### src/rtl/alu_exec_stage.sv
// alu_exec_stage: RV32I-style integer execute stage between decode and
// writeback. Single-cycle ops load the output register at the accept edge;
// shifts run on an iterative shifter moving up to SHIFT_STEP bits per cycle.
// Valid/ready on both sides, synchronous flush, asynchronous reset.
module alu_exec_stage #(
  parameter int unsigned XLEN       = 32,
  parameter int unsigned REG_ADDR_W = 5,
  parameter int unsigned SHIFT_STEP = 8
) (
  input  logic                  clk,
  input  logic                  reset,
  input  logic                  flush,
  input  logic                  in_valid,
  output logic                  in_ready,
  input  logic [3:0]            in_op,
  input  logic [XLEN-1:0]       in_a,
  input  logic [XLEN-1:0]       in_b,
  input  logic [XLEN-1:0]       in_imm,
  input  logic                  in_b_is_imm,
  input  logic [REG_ADDR_W-1:0] in_rd,
  input  logic                  in_wr_en,
  output logic                  out_valid,
  input  logic                  out_ready,
  output logic [XLEN-1:0]       out_result,
  output logic [REG_ADDR_W-1:0] out_rd,
  output logic                  out_wr_en,
  output logic                  out_illegal,
  output logic                  busy
);

  localparam int unsigned SHW  = $clog2(XLEN);
  // Step size widened by one bit so SHIFT_STEP == XLEN still compares correctly.
  localparam logic [SHW:0] STEP = (SHW+1)'(SHIFT_STEP);

  typedef enum logic [3:0] {
    OP_NONE = 4'd0,
    OP_ADD  = 4'd1,
    OP_SUB  = 4'd2,
    OP_AND  = 4'd3,
    OP_OR   = 4'd4,
    OP_XOR  = 4'd5,
    OP_SLT  = 4'd6,
    OP_SLTU = 4'd7,
    OP_SLL  = 4'd8,
    OP_SRL  = 4'd9,
    OP_SRA  = 4'd10
  } op_e;

  typedef enum logic {
    S_IDLE,
    S_SHIFT
  } state_e;

  state_e                state_q;
  op_e                   shift_op_q;
  logic [XLEN-1:0]       work_q;
  logic [SHW-1:0]        rem_q;
  logic [REG_ADDR_W-1:0] rd_q;
  logic                  wr_en_q;

  logic                  out_valid_q;
  logic [XLEN-1:0]       out_result_q;
  logic [REG_ADDR_W-1:0] out_rd_q;
  logic                  out_wr_en_q;
  logic                  out_illegal_q;

  logic [XLEN-1:0]       opb;
  logic [XLEN-1:0]       alu_res_d;
  logic                  is_shift;
  logic                  is_illegal;
  logic                  accept;
  logic                  step_last;
  logic [SHW-1:0]        step_amt;
  logic [SHW-1:0]        rem_d;
  logic [XLEN-1:0]       work_d;

  function automatic logic [XLEN-1:0] do_shift(input op_e op,
                                               input logic [XLEN-1:0] v,
                                               input logic [SHW-1:0] amt);
    case (op)
      OP_SLL:  return v << amt;
      OP_SRA:  return XLEN'($signed(v) >>> amt);
      default: return v >> amt;
    endcase
  endfunction

  assign in_ready = !reset && !flush && (state_q == S_IDLE) &&
                    (!out_valid_q || out_ready);
  assign accept   = in_valid && in_ready;
  assign busy     = (state_q == S_SHIFT);

  assign out_valid   = out_valid_q;
  assign out_result  = out_result_q;
  assign out_rd      = out_rd_q;
  assign out_wr_en   = out_wr_en_q;
  assign out_illegal = out_illegal_q;

  // Operand select, op classification and single-cycle ALU result.
  always_comb begin
    opb        = in_b_is_imm ? in_imm : in_b;
    is_shift   = (in_op == OP_SLL) || (in_op == OP_SRL) || (in_op == OP_SRA);
    is_illegal = (in_op > OP_SRA);
    alu_res_d  = '0;
    case (op_e'(in_op))
      OP_ADD:  alu_res_d = in_a + opb;
      OP_SUB:  alu_res_d = in_a - opb;
      OP_AND:  alu_res_d = in_a & opb;
      OP_OR:   alu_res_d = in_a | opb;
      OP_XOR:  alu_res_d = in_a ^ opb;
      OP_SLT:  alu_res_d = XLEN'($signed(in_a) < $signed(opb));
      OP_SLTU: alu_res_d = XLEN'(in_a < opb);
      default: alu_res_d = '0;
    endcase
  end

  // One iterative shift step: a full SHIFT_STEP, or the remainder on the last step.
  always_comb begin
    step_last = ({1'b0, rem_q} <= STEP);
    step_amt  = step_last ? rem_q : SHW'(SHIFT_STEP);
    rem_d     = rem_q - step_amt;
    work_d    = do_shift(shift_op_q, work_q, step_amt);
  end

  // FSM, shifter state and output register.
  always_ff @(posedge clk or posedge reset) begin
    if (reset) begin
      state_q       <= S_IDLE;
      shift_op_q    <= OP_NONE;
      work_q        <= '0;
      rem_q         <= '0;
      rd_q          <= '0;
      wr_en_q       <= 1'b0;
      out_valid_q   <= 1'b0;
      out_result_q  <= '0;
      out_rd_q      <= '0;
      out_wr_en_q   <= 1'b0;
      out_illegal_q <= 1'b0;
    end else if (flush) begin
      state_q       <= S_IDLE;
      rem_q         <= '0;
      out_valid_q   <= 1'b0;
      out_result_q  <= '0;
      out_rd_q      <= '0;
      out_wr_en_q   <= 1'b0;
      out_illegal_q <= 1'b0;
    end else begin
      // Drain first; a load below in the same cycle overrides it.
      if (out_valid_q && out_ready) begin
        out_valid_q <= 1'b0;
      end
      case (state_q)
        S_IDLE: begin
          if (accept) begin
            if (is_shift) begin
              shift_op_q <= op_e'(in_op);
              work_q     <= in_a;
              rem_q      <= opb[SHW-1:0];
              rd_q       <= in_rd;
              wr_en_q    <= in_wr_en;
              state_q    <= S_SHIFT;
            end else if (in_op != OP_NONE) begin
              out_valid_q   <= 1'b1;
              out_result_q  <= alu_res_d;
              out_rd_q      <= in_rd;
              out_wr_en_q   <= in_wr_en && !is_illegal;
              out_illegal_q <= is_illegal;
            end
          end
        end
        S_SHIFT: begin
          if (step_last) begin
            out_valid_q   <= 1'b1;
            out_result_q  <= work_d;
            out_rd_q      <= rd_q;
            out_wr_en_q   <= wr_en_q;
            out_illegal_q <= 1'b0;
            rem_q         <= '0;
            state_q       <= S_IDLE;
          end else begin
            work_q <= work_d;
            rem_q  <= rem_d;
          end
        end
        default: state_q <= S_IDLE;
      endcase
    end
  end

endmodule

### config.mk
export PLATFORM = sky130hd
export DESIGN_NAME = alu_exec_stage
export DESIGN_NICKNAME = d
export VERILOG_FILES = /design/src/rtl/alu_exec_stage.sv
export SDC_FILE = /design/constraint.sdc
export NUM_CORES = 1
export LEC_CHECK = 0
export CORE_ASPECT_RATIO = 0.8
export CORE_UTILIZATION = 40
export DETAILED_ROUTE_END_ITERATION = 8
export GPL_TIMING_DRIVEN = 0
export PLACE_DENSITY = 0.7
export SETUP_SLACK_MARGIN = 0.1
export SLEW_MARGIN = 20
export SYNTH_ARGS = -nofsm -noshare
export SYNTH_HDL_FRONTEND = slang
export SYNTH_SLANG_ARGS = --single-unit
### constraint.sdc
create_clock -name clk -period 6.1 [get_ports clk]
set_input_delay 1.22 -clock clk [delete_from_list [all_inputs] [get_ports clk]]
set_output_delay 1.22 -clock clk [all_outputs]
set_load 0.005 [all_outputs]
Word level (Yosys, flattened, before mapping)
Cells that the tools add are included.
{"block": "classes", "add_sub_neg": 3, "multipliers": 0, "div": 0, "order_cmp": 4, "eq_ne": 20, "shifts": 3, "n_mux": 49, "bitwise": 5, "reduce_logical": 18}
{"op": "$mux 32", "count": 9}
{"op": "$pmux 32 s7", "count": 1}
{"op": "$pmux 32 s2", "count": 3}
{"op": "$lt 32x32->1", "count": 2}
{"op": "$mux 5", "count": 10}
{"op": "$add 32x32->32", "count": 1}
{"op": "$and 32x32->32", "count": 1}
{"op": "$or 32x32->32", "count": 1}
{"op": "$shl 32x5->32", "count": 1}
{"op": "$shr 32x5->32", "count": 1}
{"op": "$sshr 32x5->32", "count": 1}
{"op": "$sub 32x32->32", "count": 1}
{"op": "$xor 32x32->32", "count": 1}
{"op": "$eq 4x4->1 const B", "count": 5}
{"op": "$mux 1", "count": 20}
{"op": "$pmux 5 s2", "count": 2}
{"op": "$eq 4x3->1 const B", "count": 4}
{"op": "$reduce_and 4->1", "count": 3}
{"op": "$ne 3x3->1 const B", "count": 3}
{"op": "$eq 4x2->1 const B", "count": 2}
{"op": "$pmux 1 s2", "count": 4}
{"op": "$logic_and 1x1->1", "count": 6}
{"op": "$ne 2x2->1 const B", "count": 3}
{"op": "$ne 3x2->1 const B", "count": 2}
{"op": "9 further kinds", "count": 15}
{"block": "word_totals", "reg_bits": 88, "latchBits": 0, "mem_bits_rw": 0, "rom_bits": 0, "out_inout_bits": 42, "word_cells": 113, "mem_count": 0}

Logic depth before layout (Yosys ltp)
Gate-level depths: netlist (run 1).
{"block": "logic_depth", "depth_word": 8, "mapped_depth": 16}

Worst setup path before layout (run 1)
Ideal clock, no wire load.
{"block": "synth_timing", "path_kind": "input port to flip-flop", "from": "input port in_b_is_imm", "to": "register out_result_q[27], in the netlist out_result[27]", "setup_time_ns": 0.135, "t_arrival_ns": 5.013, "required_time_ns": 5.965, "path_slack_ns": 0.951, "cell_stages": 16, "n_path_buf": 4, "cell_sequence": "clkbuf_1 buf_1 buf_1 mux2i_1 ha_1 clkbuf_1 nand3b_1 a211oi_1 a21oi_1 a31oi_1 a31oi_1 o21ai_0 nand3_1 a311oi_1 mux2i_1 o211ai_1"}
{"block": "synth_via", "elab_chain_cells": 8, "word_cells_on_any_way": 12, "classes_between": "add/sub: 2; mux: 7; bitwise: 3"}
{"item": "start: declaration", "line_no": "19", "text": "input logic in_b_is_imm,"}
{"item": "$mux 32 *", "line_no": "100", "text": "opb = in_b_is_imm ? in_imm : in_b;"}
{"item": "$sub 32x32->32 (tied with other cells)", "line_no": "106", "text": "OP_SUB: alu_res_d = in_a - opb;"}
{"item": "$pmux 32 s7 *", "line_no": "104", "text": "case (op_e'(in_op))"}
{"item": "$mux 32 *", "line_no": "161", "text": "end else if (in_op != OP_NONE) begin"}
{"item": "$mux 32 *", "line_no": "154", "text": "if (is_shift) begin"}
{"item": "$mux 32 *", "line_no": "153", "text": "if (accept) begin"}
{"item": "$pmux 32 s2 *", "line_no": "151", "text": "case (state_q)"}
{"item": "$mux 32 *", "line_no": "138", "text": "end else if (flush) begin"}
{"item": "end signal: assignment", "line_no": "163", "text": "out_result_q <= alu_res_d;"}
{"item": "end signal: assignment", "line_no": "173", "text": "out_result_q <= work_d;"}
{"item": "end: declaration", "line_no": "62", "text": "logic [XLEN-1:0] out_result_q;"}
Mark *: on every way between the ends. The rest lies on a longest branch, timed or not. The select of a mux whose other input is x is not followed.
A chain may end at the register's enable or synchronous reset.

Worst setup path after layout (run 1)
{"block": "layout_timing", "from": "input port in_b_is_imm", "to": "register out_result_q[26], in the netlist out_result[26]"}
The elaborated chain is that of the path after synthesis.

==> qor.yml, run 1 <==
finish:
  final_nets: 2067
  final_util_pct: 49.3
  syn_to_final_growth_pct: 19.4
  regArea_mm2: 0.00220
  antennaDiodeCount: 0
  num-fill-cells: 3008
  drive_gt1_share_pct: 5.59
  mostFrequentLayoutCell: "nand2_1"
  multi_input_area_mm2: 0.00911
  final_cell_mix: "nand2_1, nor2_1, a21oi_1"
placed_design:
  portBuffers: 150
  place_ws_ps: -638
  hpwl_um: 47700
  gp_congestion: 1.00
timing:
  fin_skew_ps: 9.24
  worst_hold_slack_ps: 468
  fin_setup_tns_ps: 0
  worstMarginPinSlew_ps: 1020
  slew_headroom_pct: 31.4
  fin_crit_ps: 5740
  min_period_over_period_pct: 94.1
  setup_viol: 0
  layout_setup_ws_ps: 363
  rsz0062_at_grt: "no"
  finalHoldViolCount: 0
  max_freq_mhz: 174
  drv_slew: 0
logic_synthesis:
  synthesis.nets: 1905
  ys_seq_area_share_pct: 17.9
  synth_seq_cells: 88
  synth-edff-count: 0
  yosysWarnings: 0
  yosysUniqueCellTypes: 87
  netlist_area_mm2: 0.0123
  synth.area.top_cells: "dfrtp_1, ha_1, mux2i_1, a21oi_1, o21ai_0"
  async_flop_share_pct: 100
  yosys.area.top_type_share_pct: 17.9
  synth_largest_area_cell: "dfrtp_1"
  synth_cells: 1674
  ys.flop_type: "dfrtp_1"
  synth.avg_cell_area_um2: 7.34
setup_path:
  cpLargestDelayFamily: "compound AO/OA/AOI/OAI gates"
  crit_fanout: 10
  path_depth: 16
  path_cells: "clkbuf_1 -> buf_2 -> mux2i_1 -> inv_1 -> ha_1 -> fa_1 -> a21o_1 -> a21oi_1 -> o31ai_2 -> a22oi_1 -> a31oi_1 -> a41oi_1 -> nor2_1 -> xnor2_1 -> a221oi_1 -> o221ai_1"
  crit_required_ps: 6310
  r2r_cells: 10
  crit_path_end_kind: "flop"
  critPathLaunchType: "input pin"
  crit_arrival_ps: 5950
  critical_path_class: "input pin to flop"
  cp_num_buf_inv: 3
  cp_slowest_cell: "mux2i_1"
  slowest_delay_ps: 570
global_route:
  grt_pass1_wl_um: 86900
  grt_overflow: 0
  antenna_found_initial: 0
  grt_max_degree: 58
  grt_pass1_vias: 13474
  track_usage_pct: 37.0
power:
  switchingPower_mw: 1.55
  p_leak_nw: 6.41
  seqPwrFrac_pct: 26.8
  clkPwrFrac_pct: 19.4
  powerDensity_mw_per_mm2: 219
  ir_drop_mv: 0.172
  internal_power_mw: 1.65
  pwr-share-comb_pct: 53.8
  sw_frac_of_total_pct: 48.5
cts:
  insertion_delay_ps: 350
  cts.sink_count: 88
  cts_max_path_buffers: 2
  cts_root_buffer: "clkbuf_16"
  tritoncts: "done"
  cts.htree.levels: 3
  hold_buffers: 0
  cts.reportedPaths.clkPinSlew_ps: 70
  cts_buffers: 9
hold_path:
  whs_path_depth: 2
  hp-class: "flop to flop"
route:
  drc: 0
  drtIter0Drc: 2232
  antenna_left: 0
  wirelength_um: 59500
  drtPass1Iterations: 6
  vias: 14674
  wl_per_cell_um: 26.5
  via_per_inst: 6.53
status:
  outcome: "complete, no violations"
run:
  maxCapViolations: 0
floorplan:
  start_util_pct: 41.2
  die-area_mm2: 0.0314
  rows: 56
  io_pins: 154
  die_h_um: 159
  die_w_um: 198
  core-area_mm2: 0.0298
## what timing repair did
action / CTS / global route
setup endpoints to repair: 6 / 1
resized for setup: 3 / 1
setup buffers: 0 / 0
cloned: 0 / 0
## final timing paths
kind / start / end / slack [ps]
worst min-delay path: rd_q[4] / rd_q[4] / 470
worst max register to register: rem_q[1] / out_result[31] / 2290
max in group asynchronous: reset / out_result[24] / 4220
min in group asynchronous: reset / rd_q[1] / 1230
worst max-delay path: in_b_is_imm / out_result[26] / 360
worst min register to register: rd_q[4] / rd_q[4] / 470
## kinds of logic after synthesis
group | count (synthesis) | synth area share (%)
AOI/OAI and AO/OA | 581 | 30.5
xor gates and xnor gates | 13 | 0.927
adders and majority gates | 119 | 12.2
buffers and inverters | 235 | 7.91
DFF | 88 | 17.9
muxes | 134 | 12.0
other | 1 | 0.0305
and+or+nand+nor | 503 | 18.4
## synth_stat cells, types with 24 or more instances
library cell,n
nor2_1,167
a21oi_1,152
mux2i_1,112
nor3_1,36
o21ai_0,138
dfrtp_1,88
inv_1,107
ha_1,117
clkbuf_1,82
nand3_1,25
buf_2,24
o31ai_1,29
o211ai_1,34
nand2_1,172
## power by group through the flow
stage | clock, mW | combinational, mW | sequential [mW]
floorplan | 0 | 1.08 | 0.753
global placement | 0 | 1.64 | 0.856
detailed placement | 0 | 1.65 | 0.852
CTS | 0.619 | 1.66 | 0.842
global route | 0.646 | 1.83 | 0.857
finish | 0.623 | 1.72 | 0.859
## flip-flops by register name, indices dropped and copies added, names as in the netlist
name / count
shift_op_q: 4
out_wr_en: 1
rem_q: 5
out_result: 32
out_illegal: 1
busy: 1
out_valid: 1
rd_q: 5
out_rd: 5
work_q: 32
wr_en_q: 1
## per-layer routing
metal	GRT usage [%]	vias to the layer above	part of all wire (%)
li1	-	6389	-
met1	57.0	7138	45
met2	51.0	1038	40
met3	7.84	109	12
met4	9.16	0	2.6
met5	0	-	0
## stage by stage
step | area [um2] | power (mW) | cells
2_1_floorplan | 12300 | 1.83 | 1674
3_3_place_gp | 14300 | 2.50 | 2230
3_5_place_dp | 14300 | 2.50 | 2231
4_1_cts | 14700 | 3.12 | 2247
5_1_grt | 14700 | 3.33 | 2247
6_report | 14700 | 3.21 | 2247
## layout make-up
class | count | share of cell area, %
inverter | 109 | 2.81
tap | 406 | 3.46
buffer | 126 | 3.90
multi-input combinational | 1351 | 62.1
timing repair buffer | 151 | 10.4
sequential | 88 | 15.0
clock buffer | 10 | 1.63
clock inverter | 6 | 0.631
## worst min-delay path: cells and delay by family, from the launching register on
family        cells  cell delay (ps)
flops             1              340
simple gates      2              100
No activity file was read; power rests on OpenSTA's default activity.
==> run 2, diff against run 1 <==
- CORE_ASPECT_RATIO: 0.8 -> 0.5
- HOLD_SLACK_MARGIN: not set -> 0.08
- SLEW_MARGIN: 20 -> not set
==> run 2 against run 1 <==
Net effect: critical path depth shrank 1; critical path type unchanged; largest cell class unchanged; sequential power shrank 2%; clock power is 4.8% lower; final area decreased by 0.31%; die area increased by 0.12%; worst setup slack got worse by 190 ps; highest routed layer unchanged.
==> qor.yml, run 2 (synthesized netlist as in run 1, its figures left out) <==
setup_path:
  path_depth: 15  # -1
  crit_path_end_kind: "flop"
  cpLargestDelayFamily: "compound AO/OA/AOI/OAI gates"
  crit_arrival_ps: 6110  # +160 ps
  cp_slowest_cell: "a2111oi_0"
  crit_fanout: 10  # unchanged
  slowest_delay_ps: 1070  # +500 ps
  crit_top_cell: "a22oi_1"
  r2r_cells: 10  # unchanged
  crit_required_ps: 6280  # -30 ps
  critPathLaunchType: "input pin"
  critical_path_class: "input pin to flop"
  path_cells: "clkbuf_1 -> buf_2 -> mux2i_1 -> inv_1 -> ha_1 -> fa_1 -> a21o_1 -> a21oi_1 -> o31ai_2 -> a22oi_1 -> a31oi_1 -> a22oi_1 -> o21ai_0 -> a2111oi_0 -> o31ai_1"
  cp_num_buf_inv: 3  # unchanged
placed_design:
  portBuffers: 150  # unchanged
  place_ws_ps: -752  # -113 ps
  hpwl_um: 43700  # -8.3%
  dp.cells: 2216  # -0.67%
  gp_congestion: 0.989  # -1.3%
global_route:
  antenna_found_initial: 1  # +1
  grt_overflow: 0  # unchanged
  grt_pass1_wl_um: 82000  # -5.6%
  track_usage_pct: 34.1  # -2.9 points
  grt_pass1_vias: 12892  # -4.3%
  grt_max_degree: 54  # -6.9%
timing:
  fin_skew_ps: 4.50  # -4.74 ps
  fin_setup_tns_ps: 0  # unchanged
  layout_setup_ws_ps: 171  # -192 ps
  min_period_over_period_pct: 97.2  # +3.1 points
  fin_crit_ps: 5930  # +192 ps
  rsz0062_at_grt: "no"
  setup_viol: 0  # unchanged
  slew_headroom_pct: 17.6  # -14 points
  max_freq_mhz: 169  # -3.2%
  worst_hold_slack_ps: 472  # +3.74 ps
  finalHoldViolCount: 0  # unchanged
  worstMarginPinSlew_ps: 1210  # +187 ps
  drv_slew: 0  # unchanged
finish:
  syn_to_final_growth_pct: 19.0
  num-fill-cells: 3006  # -0.066%
  regArea_mm2: 0.00220  # unchanged
  final_nets: 2067  # unchanged
  final_util_pct: 49.5  # +0.21 points
  mostFrequentLayoutCell: "nand2_1"
  final_cell_mix: "nand2_1, nor2_1, a21oi_1"
  layout.cells.non_filler: 2233  # -0.62%
  drive_gt1_share_pct: 5.43  # -0.16 points
  multi_input_area_mm2: 0.00911  # about the same
route:
  wirelength_um: 55200  # -7.1%
  wl_met2_um: 23200  # -1.7%
  via_per_inst: 6.32  # -3.3%
  routed.top_layer: "met4"
  drt-met1-wl_um: 24600  # -8.8%
  wl_met3_um: 6260  # -15%
  drtIter0Drc: 1940  # -13%
  wl_per_cell_um: 24.7  # -6.6%
  vias: 14106  # -3.9%
  drtPass1Iterations: 6  # unchanged
  antenna_left: 0  # unchanged
  drc: 0  # unchanged
cts:
  tritoncts: "done"
  cts_max_path_buffers: 2  # unchanged
  postCtsSetupBuffers: 0  # unchanged
  cts.sink_count: 88  # unchanged
  cts_root_buffer: "clkbuf_16"
  insertion_delay_ps: 340  # about the same
  cts.reportedPaths.clkPinSlew_ps: 60  # about the same
  cts.htree.levels: 3  # unchanged
  cts_buffers: 9  # unchanged
  hold_buffers: 0  # unchanged
power:
  switchingPower_mw: 1.50  # -3.6%
  seqPwrFrac_pct: 26.9  # about the same
  pwr-share-comb_pct: 54.2  # +0.4 points
  p_leak_nw: 6.40  # -0.11%
  sw_frac_of_total_pct: 47.7  # -0.71 points
  clkPwrFrac_pct: 18.9  # -0.5 points
  internal_power_mw: 1.64  # -0.76%
  powerDensity_mw_per_mm2: 215  # -1.8%
  ir_drop_mv: 0.172  # about the same
floorplan:
  die_h_um: 126  # -21%
  die-area_mm2: 0.0315  # +0.12%
  die_w_um: 250  # +26%
  rows: 44  # -21%
  core-area_mm2: 0.0296  # -0.72%
  start_util_pct: 41.5  # +0.30 points
  io_pins: 154  # unchanged
hold_path:
  whs_path_depth: 2  # unchanged
  hp-class: "flop to flop"
run:
  maxCapViolations: 0  # unchanged
status:
  outcome: "complete, no violations"
-- run 2: changes by cell type in the layout (fill, tap and decap cells not counted), sizes merged --
cell | before | now
clkbuf | 92 | 93
clkdlybuf4s15 | 1 | 0
buf | 44 | 45
clkinvlp | 2 | 1
diode | 0 | 1
-- run 2: worst paths after layout --
kind / startpoint / slack [ps] / to
max: in_b_is_imm / 170 / out_result[20]
max reg2reg: rem_q[1] / 2470 / out_result[24]
max in group asynchronous: reset / 4190 / work_q[17]
min reg2reg: rd_q[1] / 470 / rd_q[1]
min in group asynchronous: reset / 1250 / out_rd[4]
min: rd_q[1] / 470 / rd_q[1]
-- run 2: layout make-up --
cell class | count | area share [%]
multi-input cells | 1351 | 62.3
flip-flops and latches | 88 | 15.1
repair buffers | 151 | 10.5
plain buffers | 126 | 3.87
well taps | 391 | 3.35
inverters | 109 | 2.82
clock buffers | 11 | 1.59
clock inverters | 5 | 0.556
diodes | 1 | 0.0171
-- run 2: power groups by stage --
stage	Clock [mW]	Sequential, mW	Combinational (mW)
after floorplan	0	0.753	1.08
after global placement	0	0.841	1.63
after detailed placement	0	0.840	1.62
after CTS	0.589	0.830	1.63
after global routing	0.614	0.844	1.82
final	0.593	0.846	1.70
-- run 2: tightest hold or removal path: cells and delay by family, from the launching register on --
family,cells,cell delay [ps]
flops,1,350
simple gates,2,100
-- run 2: layer usage --
layer / up-vias / GRT usage, %
li1: 6386 / -
met1: 6792 / 49.8
met2: 843 / 51.2
met3: 85 / 6.74
met4: 0 / 7.66
met5: - / 0
-- run 2: what timing repair did --
| action | CTS | global route |
|---|---|---|
| setup endpoints to repair | 7 | 3 |
| hold endpoints to repair | 0 | 0 |
| gates resized for setup | 3 | 3 |
-- run 2: per-stage QoR --
stage                     area [um2]  power, mW
after floorplan                12300       1.83
after global placement         14300       2.47
after detailed placement       14300       2.46
after CTS                      14600       3.05
after global routing           14600       3.27
final                          14600       3.14
